### src/rtl/riscv_dmem_responder_if.sv
// ============================================================================
// riscv_dmem_responder_if : core data-port bus (MemWrite/DataAdr/WriteData/ReadData)
// Revision: 1.0
// ============================================================================
`default_nettype none

interface riscv_dmem_responder_if;
    logic        MemWrite;
    logic [31:0] DataAdr;
    logic [31:0] WriteData;
    logic [31:0] ReadData;

    modport master (output MemWrite, output DataAdr, output WriteData, input ReadData);
    modport slave  (input MemWrite, input DataAdr, input WriteData, output ReadData);
endinterface

`default_nettype wire

### src/rtl/riscv_dmem_responder.sv
// ============================================================================
// riscv_dmem_responder : word RAM plus timer/LED MMIO block for the core data port
// Revision: 1.0
// ============================================================================
`default_nettype none

module riscv_dmem_responder #(
    parameter int          DEPTH     = 64,
    parameter logic [31:0] MMIO_BASE = 32'h0000_1000,
    parameter int          LED_W     = 8
) (
    input  wire logic              clk,
    input  wire logic              reset,
    riscv_dmem_responder_if.slave  bus,
    output logic [LED_W-1:0]       leds,
    output logic                   timer_irq
);

    localparam int          AW         = $clog2(DEPTH);
    localparam logic [31:0] RAM_BYTES  = 32'(DEPTH * 4);
    localparam logic [1:0]  REG_MTIME  = 2'd0;
    localparam logic [1:0]  REG_CMP    = 2'd1;
    localparam logic [1:0]  REG_LED    = 2'd2;
    localparam logic [1:0]  REG_STATUS = 2'd3;

    logic [31:0]      mem [DEPTH];
    logic [31:0]      mtime;
    logic [31:0]      mtimecmp;
    logic [LED_W-1:0] led_reg;
    logic             irq;

    logic [31:0]      mmio_off;
    logic             ram_sel;
    logic             mmio_sel;
    logic [AW-1:0]    word_idx;
    logic [1:0]       reg_sel;
    logic             wr_ram;
    logic             wr_mmio;
    logic             match;
    logic             irq_clr;

    // Offset from the window base guards against bases that are not 16-byte aligned.
    assign mmio_off = bus.DataAdr - MMIO_BASE;
    assign ram_sel  = (bus.DataAdr < RAM_BYTES);
    assign mmio_sel = (bus.DataAdr >= MMIO_BASE) && (mmio_off < 32'd16);
    assign word_idx = bus.DataAdr[AW+1:2];
    assign reg_sel  = bus.DataAdr[3:2];
    assign wr_ram   = bus.MemWrite && ram_sel;
    assign wr_mmio  = bus.MemWrite && mmio_sel && !ram_sel;
    assign match    = (mtime == mtimecmp);
    assign irq_clr  = wr_mmio && (reg_sel == REG_STATUS) && bus.WriteData[0];

    // RAM is deliberately outside the reset domain.
    always_ff @(posedge clk) begin
        if (wr_ram) begin
            mem[word_idx] <= bus.WriteData;
        end
    end

    always_ff @(posedge clk) begin
        if (reset) begin
            mtime    <= 32'd0;
            mtimecmp <= 32'hFFFF_FFFF;
            led_reg  <= '0;
            irq      <= 1'b0;
        end else begin
            if (wr_mmio && (reg_sel == REG_MTIME)) begin
                mtime <= bus.WriteData;
            end else begin
                mtime <= mtime + 32'd1;
            end
            if (wr_mmio && (reg_sel == REG_CMP)) begin
                mtimecmp <= bus.WriteData;
            end
            if (wr_mmio && (reg_sel == REG_LED)) begin
                led_reg <= bus.WriteData[LED_W-1:0];
            end
            // A match in the same cycle as a clear keeps the flag set.
            if (match) begin
                irq <= 1'b1;
            end else if (irq_clr) begin
                irq <= 1'b0;
            end
        end
    end

    always_comb begin
        bus.ReadData = 32'd0;
        if (ram_sel) begin
            bus.ReadData = mem[word_idx];
        end else if (mmio_sel) begin
            case (reg_sel)
                REG_MTIME:  bus.ReadData = mtime;
                REG_CMP:    bus.ReadData = mtimecmp;
                REG_LED:    bus.ReadData = 32'(led_reg);
                default:    bus.ReadData = {31'd0, irq};
            endcase
        end
    end

    assign leds      = led_reg;
    assign timer_irq = irq;

endmodule

`default_nettype wire

### src/flat_wrapper.sv
// flat-port wrapper written by rule: the top's interface ports become plain ports
module riscv_dmem_responder_flat 
#(
    parameter int          DEPTH     = 64,
    parameter logic [31:0] MMIO_BASE = 32'h0000_1000,
    parameter int          LED_W     = 8
)
  (clk, reset, leds, timer_irq, bus_MemWrite, bus_DataAdr, bus_WriteData, bus_ReadData);
  riscv_dmem_responder_if bus_i ();
  input  wire logic clk;
  input  wire logic reset;
  output logic [LED_W-1:0] leds;
  output logic timer_irq;
  input wire logic [$bits(bus_i.MemWrite)-1:0] bus_MemWrite;
  input wire logic [$bits(bus_i.DataAdr)-1:0] bus_DataAdr;
  input wire logic [$bits(bus_i.WriteData)-1:0] bus_WriteData;
  output wire logic [$bits(bus_i.ReadData)-1:0] bus_ReadData;
  assign bus_i.MemWrite = bus_MemWrite;
  assign bus_i.DataAdr = bus_DataAdr;
  assign bus_i.WriteData = bus_WriteData;
  assign bus_ReadData = bus_i.ReadData;
  riscv_dmem_responder #(.DEPTH(DEPTH), .MMIO_BASE(MMIO_BASE), .LED_W(LED_W)) u_core (.clk(clk), .reset(reset), .bus(bus_i), .leds(leds), .timer_irq(timer_irq));
endmodule
### config.mk
export PLATFORM = sky130hd
export DESIGN_NAME = riscv_dmem_responder_flat
export DESIGN_NICKNAME = d
export VERILOG_FILES = /design/src/rtl/riscv_dmem_responder_if.sv /design/src/rtl/riscv_dmem_responder.sv /design/src/flat_wrapper.sv
export SDC_FILE = /design/constraint.sdc
export NUM_CORES = 2
export LEC_CHECK = 0
export ABC_AREA = 0
export CORE_MARGIN = 4
export CORE_UTILIZATION = 25
export CTS_CLUSTER_SIZE = 40
export DETAILED_ROUTE_END_ITERATION = 10
export SETUP_SLACK_MARGIN = 0.02
export SYNTH_ARGS = -nofsm -noshare
export SYNTH_HDL_FRONTEND = slang
export SYNTH_SLANG_ARGS = --single-unit
### constraint.sdc
create_clock -name clk -period 4.6 [get_ports clk]
set_input_delay 0.92 -clock clk [delete_from_list [all_inputs] [get_ports clk]]
set_output_delay 0.92 -clock clk [all_outputs]
set_load 0.02 [all_outputs]
Yosys cells after proc, flatten, opt, wreduce, memory -nomap -nowiden:

Memories as Yosys holds them, arrays and structs flattened.
Cells that the tools add are included.

* bits in registers: 73
* memory bits (writable): 2048
* input port bits: 67
* word-level logic and storage cells: 34
* memories kept: 1

Memories
* u_core.mem: depth 64, width 32, rd ports 1, clocked after Yosys merged registers in 0, write ports 1, RTL line riscv_dmem_responder.sv:26 `logic [31:0] mem [DEPTH];`

* $add $sub $neg: 2
* magnitude comparators: 3
* equal/unequal tests: 4
* mux-type cells: 8
* reductions and logical operators: 12

Operator list (count)
* two-way mux 32 bit: 3
* one-hot mux 32 bit (3 select lines): 1
* adder 32 x 1 -> 32 bit (second input constant): 1
* equality test 32 bit: 1
* >= comparator 32 x 13 -> 1 bit (second input constant): 1
* < comparator 32 x 5 -> 1 bit (second input constant): 1
* < comparator 32 x 9 -> 1 bit (second input constant): 1
* subtractor 32 x 13 -> 32 bit (second input constant): 1
* logical AND 1 bit: 9
* equality test 2 bit (second input constant): 2
* two-way mux 1 bit: 4
* equality test 2 x 1 -> 1 bit (second input constant): 1
* logical NOT 2 bit: 1
* nonzero test 2 bit: 1
* logical NOT 1 bit: 1

Longest topological paths before layout:

* word-level depth: 9
* gate-level depth with buffers: 13
* gate-level depth less buffers: 6

Worst setup path after synthesis:

No wires, ideal clock.

* path kind: input to register
* start point: input bus_DataAdr[2]
* end point: memory u_core.mem[13][0], enable pin
* setup time: 0.421 ns
* arrival: 3.979 ns
* required time: 4.179 ns
* slack: 0.200 ns
* cell stages on the path: 10
* path buffers: 7
* cells stage by stage: buf_6 buf_6 buf_4 buf_6 buf_6 buf_6 buf_4 and2_1 nand4_1 nor2_1

* cells in the longest elaborated chain, start to end: 4

RTL lines
* from (decl): RTL line flat_wrapper.sv:15 `input wire logic [$bits(bus_i.DataAdr)-1:0] bus_DataAdr;`
* < comparator 32 x 9 -> 1 bit: RTL line riscv_dmem_responder.sv:44 `assign ram_sel = (bus.DataAdr < RAM_BYTES);`
* logical AND 1 bit: RTL line riscv_dmem_responder.sv:48 `assign wr_ram = bus.MemWrite && ram_sel;`
* two-way mux 1 bit: RTL line riscv_dmem_responder.sv:55 `if (wr_ram) begin`
* two-way mux 1 bit (not written as such): RTL line riscv_dmem_responder.sv:56 `mem[word_idx] <= bus.WriteData;`
* to (decl): RTL line riscv_dmem_responder.sv:26

Several ways; a longest one is shown, not always the timed one.

Worst setup path after layout:

* start point: input bus_DataAdr[6]
* end point: output bus_ReadData[0]

* cells in the longest elaborated chain, start to end: 5
* elaborated cells on any way between the ends: 8
* those cells by class: 1 x add/sub; 3 x order compare; 2 x mux; 1 x reduce/logical; 1 x memory

RTL lines
* subtractor 32 x 13 -> 32 bit: RTL line riscv_dmem_responder.sv:43 `assign mmio_off = bus.DataAdr - MMIO_BASE;`
* < comparator 32 x 5 -> 1 bit: RTL line riscv_dmem_responder.sv:45 `assign mmio_sel = (bus.DataAdr >= MMIO_BASE) && (mmio_off < 32'd16);`
* logical AND 1 bit: RTL line riscv_dmem_responder.sv:45
* two-way mux 32 bit: RTL line riscv_dmem_responder.sv:91 `end else if (mmio_sel) begin`
* two-way mux 32 bit (*): RTL line riscv_dmem_responder.sv:89 `if (ram_sel) begin`
* to (decl): RTL line flat_wrapper.sv:17 `output wire logic [$bits(bus_i.ReadData)-1:0] bus_ReadData;`

Mark *: on every way between the ends. The rest lies on a longest branch, timed or not.

==> impl_metrics.json <==
{
  "grt_max_degree": 67,
  "period_share_pct": 99.8,
  "cts_buffers": 211,
  "area_growth_pct": 23.5,
  "min_period_ps": 4590,
  "cp-start-kind": "input pin",
  "synth_seq_area_share_pct": 76.0,
  "drt_first_pass_iters": 7,
  "track_usage_pct": 14.5,
  "core.rowCount": 211,
  "hpwl_um": 160000,
  "wl_per_cell_um": 27.6,
  "vias": 45206,
  "multi_input_area_um2": 19500,
  "setup_tns_ps": 0,
  "powerDensity_nw_per_um2": 397,
  "drv_cap": 0,
  "worst_slew_pin_slew_ps": 1280,
  "fillers": 31438,
  "yosysUniqueCellTypes": 63,
  "syn_nets": 4045,
  "crit_arrival_ps": 3670,
  "path_clk_slew_ps": 60,
  "report.final.hold_viol_count": 0,
  "final_common_cell": "edfxtp_1",
  "crit_type": "input pin to output port",
  "p_leak_nw": 32.8,
  "path_delay_family": "buffers and inverters",
  "irDropWorstVdd_v": 0.000394,
  "via_per_inst": 4.90,
  "drc_errors": 0,
  "relSlewSlack_pct": 14.9,
  "port_buffers": 105,
  "max_stage_delay_ps": 640,
  "clkLatencyLatePin_ps": 850,
  "total_power_mw": 40.6,
  "num-nets-final": 4756,
  "fin_util_pct": 31.0,
  "initial_core_util_pct": 25.1,
  "syn-instance-count": 3977,
  "clock.fmax_mhz": 218,
  "synth_edf_count": 2048,
  "grt_overflow": 0,
  "synth_async_sr_flop_share_pct": 0,
  "hold_buffers": 0,
  "drive_above_1_share_pct": 31.8,
  "cts-root-buf": "clkbuf_16",
  "clk_path_buf_depth": 3,
  "wirelength_um": 255000,
  "regArea_um2": 63000,
  "gp_congestion": 0.842,
  "coreArea_um2": 330000,
  "first_global_vias": 44503,
  "crit_path_cell_trace": "buf_4, buf_4, buf_12, or3_1, buf_4, o22ai_1, o21ai_0, buf_4, o221ai_1, buf_4",
  "ys_warn_count": 0,
  "layout_common_cells": "2048 x edfxtp_1, 480 x buf_4, 453 x mux4_2",
  "htreeDepth": 4,
  "ant_nets": 0,
  "required_ps": 3680,
  "status": "finished clean",
  "ys_seq_elements": 2121,
  "finalSetupViolCount": 0,
  "grt_setup_unrepaired": "yes",
  "antenna_found_initial": 23,
  "synthesis.area_um2": 82900,
  "grt_pass1_wl_um": 352000,
  "slew_violations": 0,
  "finClkSkew_ps": 7.47,
  "die_y_um": 584,
  "hold_path.class": "input pin to flip-flop",
  "worstPathMaxFanout": 15,
  "cts_tree": "yes",
  "crit_path_frequent_cell": "buf_4",
  "drt_iter0_markers": 5730,
  "ys_dominant_reg_cell": "edfxtp_1",
  "die_area_um2": 341000,
  "worstSetupEndpointType": "output port",
  "crit_buf_inv": 6,
  "ios": 108,
  "cts_sinks": 2121,
  "die_w_um": 584,
  "syn_avg_cell_area_um2": 20.8,
  "cp_slowest_cell": "o22ai_1"
}
## final cells by class
class | instances | area share, %
sequential | 2121 | 61.5
antenna | 5 | 0.0122
clock inverter | 123 | 1.24
timing repair buffer | 733 | 7.44
inverter | 3 | 0.0110
multi-input combinational | 1618 | 19.1
tap | 4366 | 5.34
clock buffer | 263 | 5.40
## report_power, final
| part | total, mW | switching (mW) | internal [mW] |
|---|---|---|---|
| logic | 2.41 | 1.40 | 1.01 |
| registers | 21.2 | 0.00472 | 21.2 |
| clock network | 17.0 | 7.41 | 9.61 |
## per-layer routing
layer	track usage, %	vias up	share of wire, %
li1	-	18089	-
met1	19.6	24237	40
met3	2.75	437	8.8
met5	0	-	0.039
met2	23.5	2427	48
met4	4.66	16	3.6
## flip-flops by register name, summed over array words and instances, names as in the netlist
name	cells
u_core.timer_irq	1
u_core.mem	2048
u_core.mtime	32
u_core.mtimecmp	32
u_core.leds	8
## synth_stat cells, types with 25 or more instances
| cell | number | area share (%) |
|---|---|---|
| a211o_1 | 32 | 0.34 |
| a211oi_1 | 36 | 0.33 |
| a21oi_1 | 36 | 0.22 |
| a22oi_1 | 90 | 0.82 |
| buf_2 | 62 | 0.37 |
| buf_4 | 45 | 0.41 |
| clkbuf_1 | 94 | 0.43 |
| dfxtp_1 | 73 | 1.8 |
| edfxtp_1 | 2048 | 74 |
| mux2i_1 | 321 | 3.9 |
| mux4_2 | 453 | 12 |
| nand2_1 | 76 | 0.34 |
| nand3_1 | 56 | 0.34 |
| nand4_1 | 25 | 0.19 |
| nor2_1 | 140 | 0.63 |
| nor2b_1 | 46 | 0.35 |
| o22ai_1 | 52 | 0.39 |
| xor2_1 | 45 | 0.48 |
## worst register-to-register path: cells and delay by family, from the launching register on
kind	cells	cell delay [ps]
and+or+nand+nor	4	1480
DFF	1	510
xor gates and xnor gates	1	210
AOI/OAI and AO/OA	1	220
## logic make-up after synthesis
logic type / after synthesis / synth area share, %
buffers and inverters: 238 / 1.55
multiplexers: 779 / 16.3
AO/OA/AOI/OAI: 341 / 2.98
AND/OR/NAND/NOR: 434 / 2.59
adder cells (fa/ha/maj): 1 / 0.0151
XOR/XNOR: 63 / 0.666
flip-flops: 2121 / 76.0
## worst paths after layout
check | from | end | slack, ps | depth (start not counted)
hold reg to reg | u_core.leds[5] | u_core.leds[5] | 550 | 2
hold / removal | bus_WriteData[4] | u_core.mem[49][4] | 530 | 1
setup reg to reg | u_core.mtime[5] | u_core.mtime[31] | 2090 | 6
setup / recovery | bus_DataAdr[6] | bus_ReadData[0] | 10 | 10
## stage by stage
| step | setup slack [ps] | hold slack [ps] | std cells | instance area, um^2 |
|---|---|---|---|---|
| floorplan | 200 | 521 | 3977 | 82900 |
| global placement | -534 | 514 | 8801 | 94500 |
| detailed placement | -483 | 534 | 8801 | 94500 |
| CTS | -102 | 479 | 9217 | 102000 |
| global route | 0.449 | 500 | 9227 | 102000 |
| finish | 10.2 | 528 | 9232 | 102000 |
## repair_timing
item | in CTS | in global routing
gates cloned | 7 | 3
pin swaps | 3 | 4
endpoints found under the setup margin | 31 | 22
buffers inserted | 23 | 7
resized for setup | 113 | 23
(Power assumes the default switching activity.)
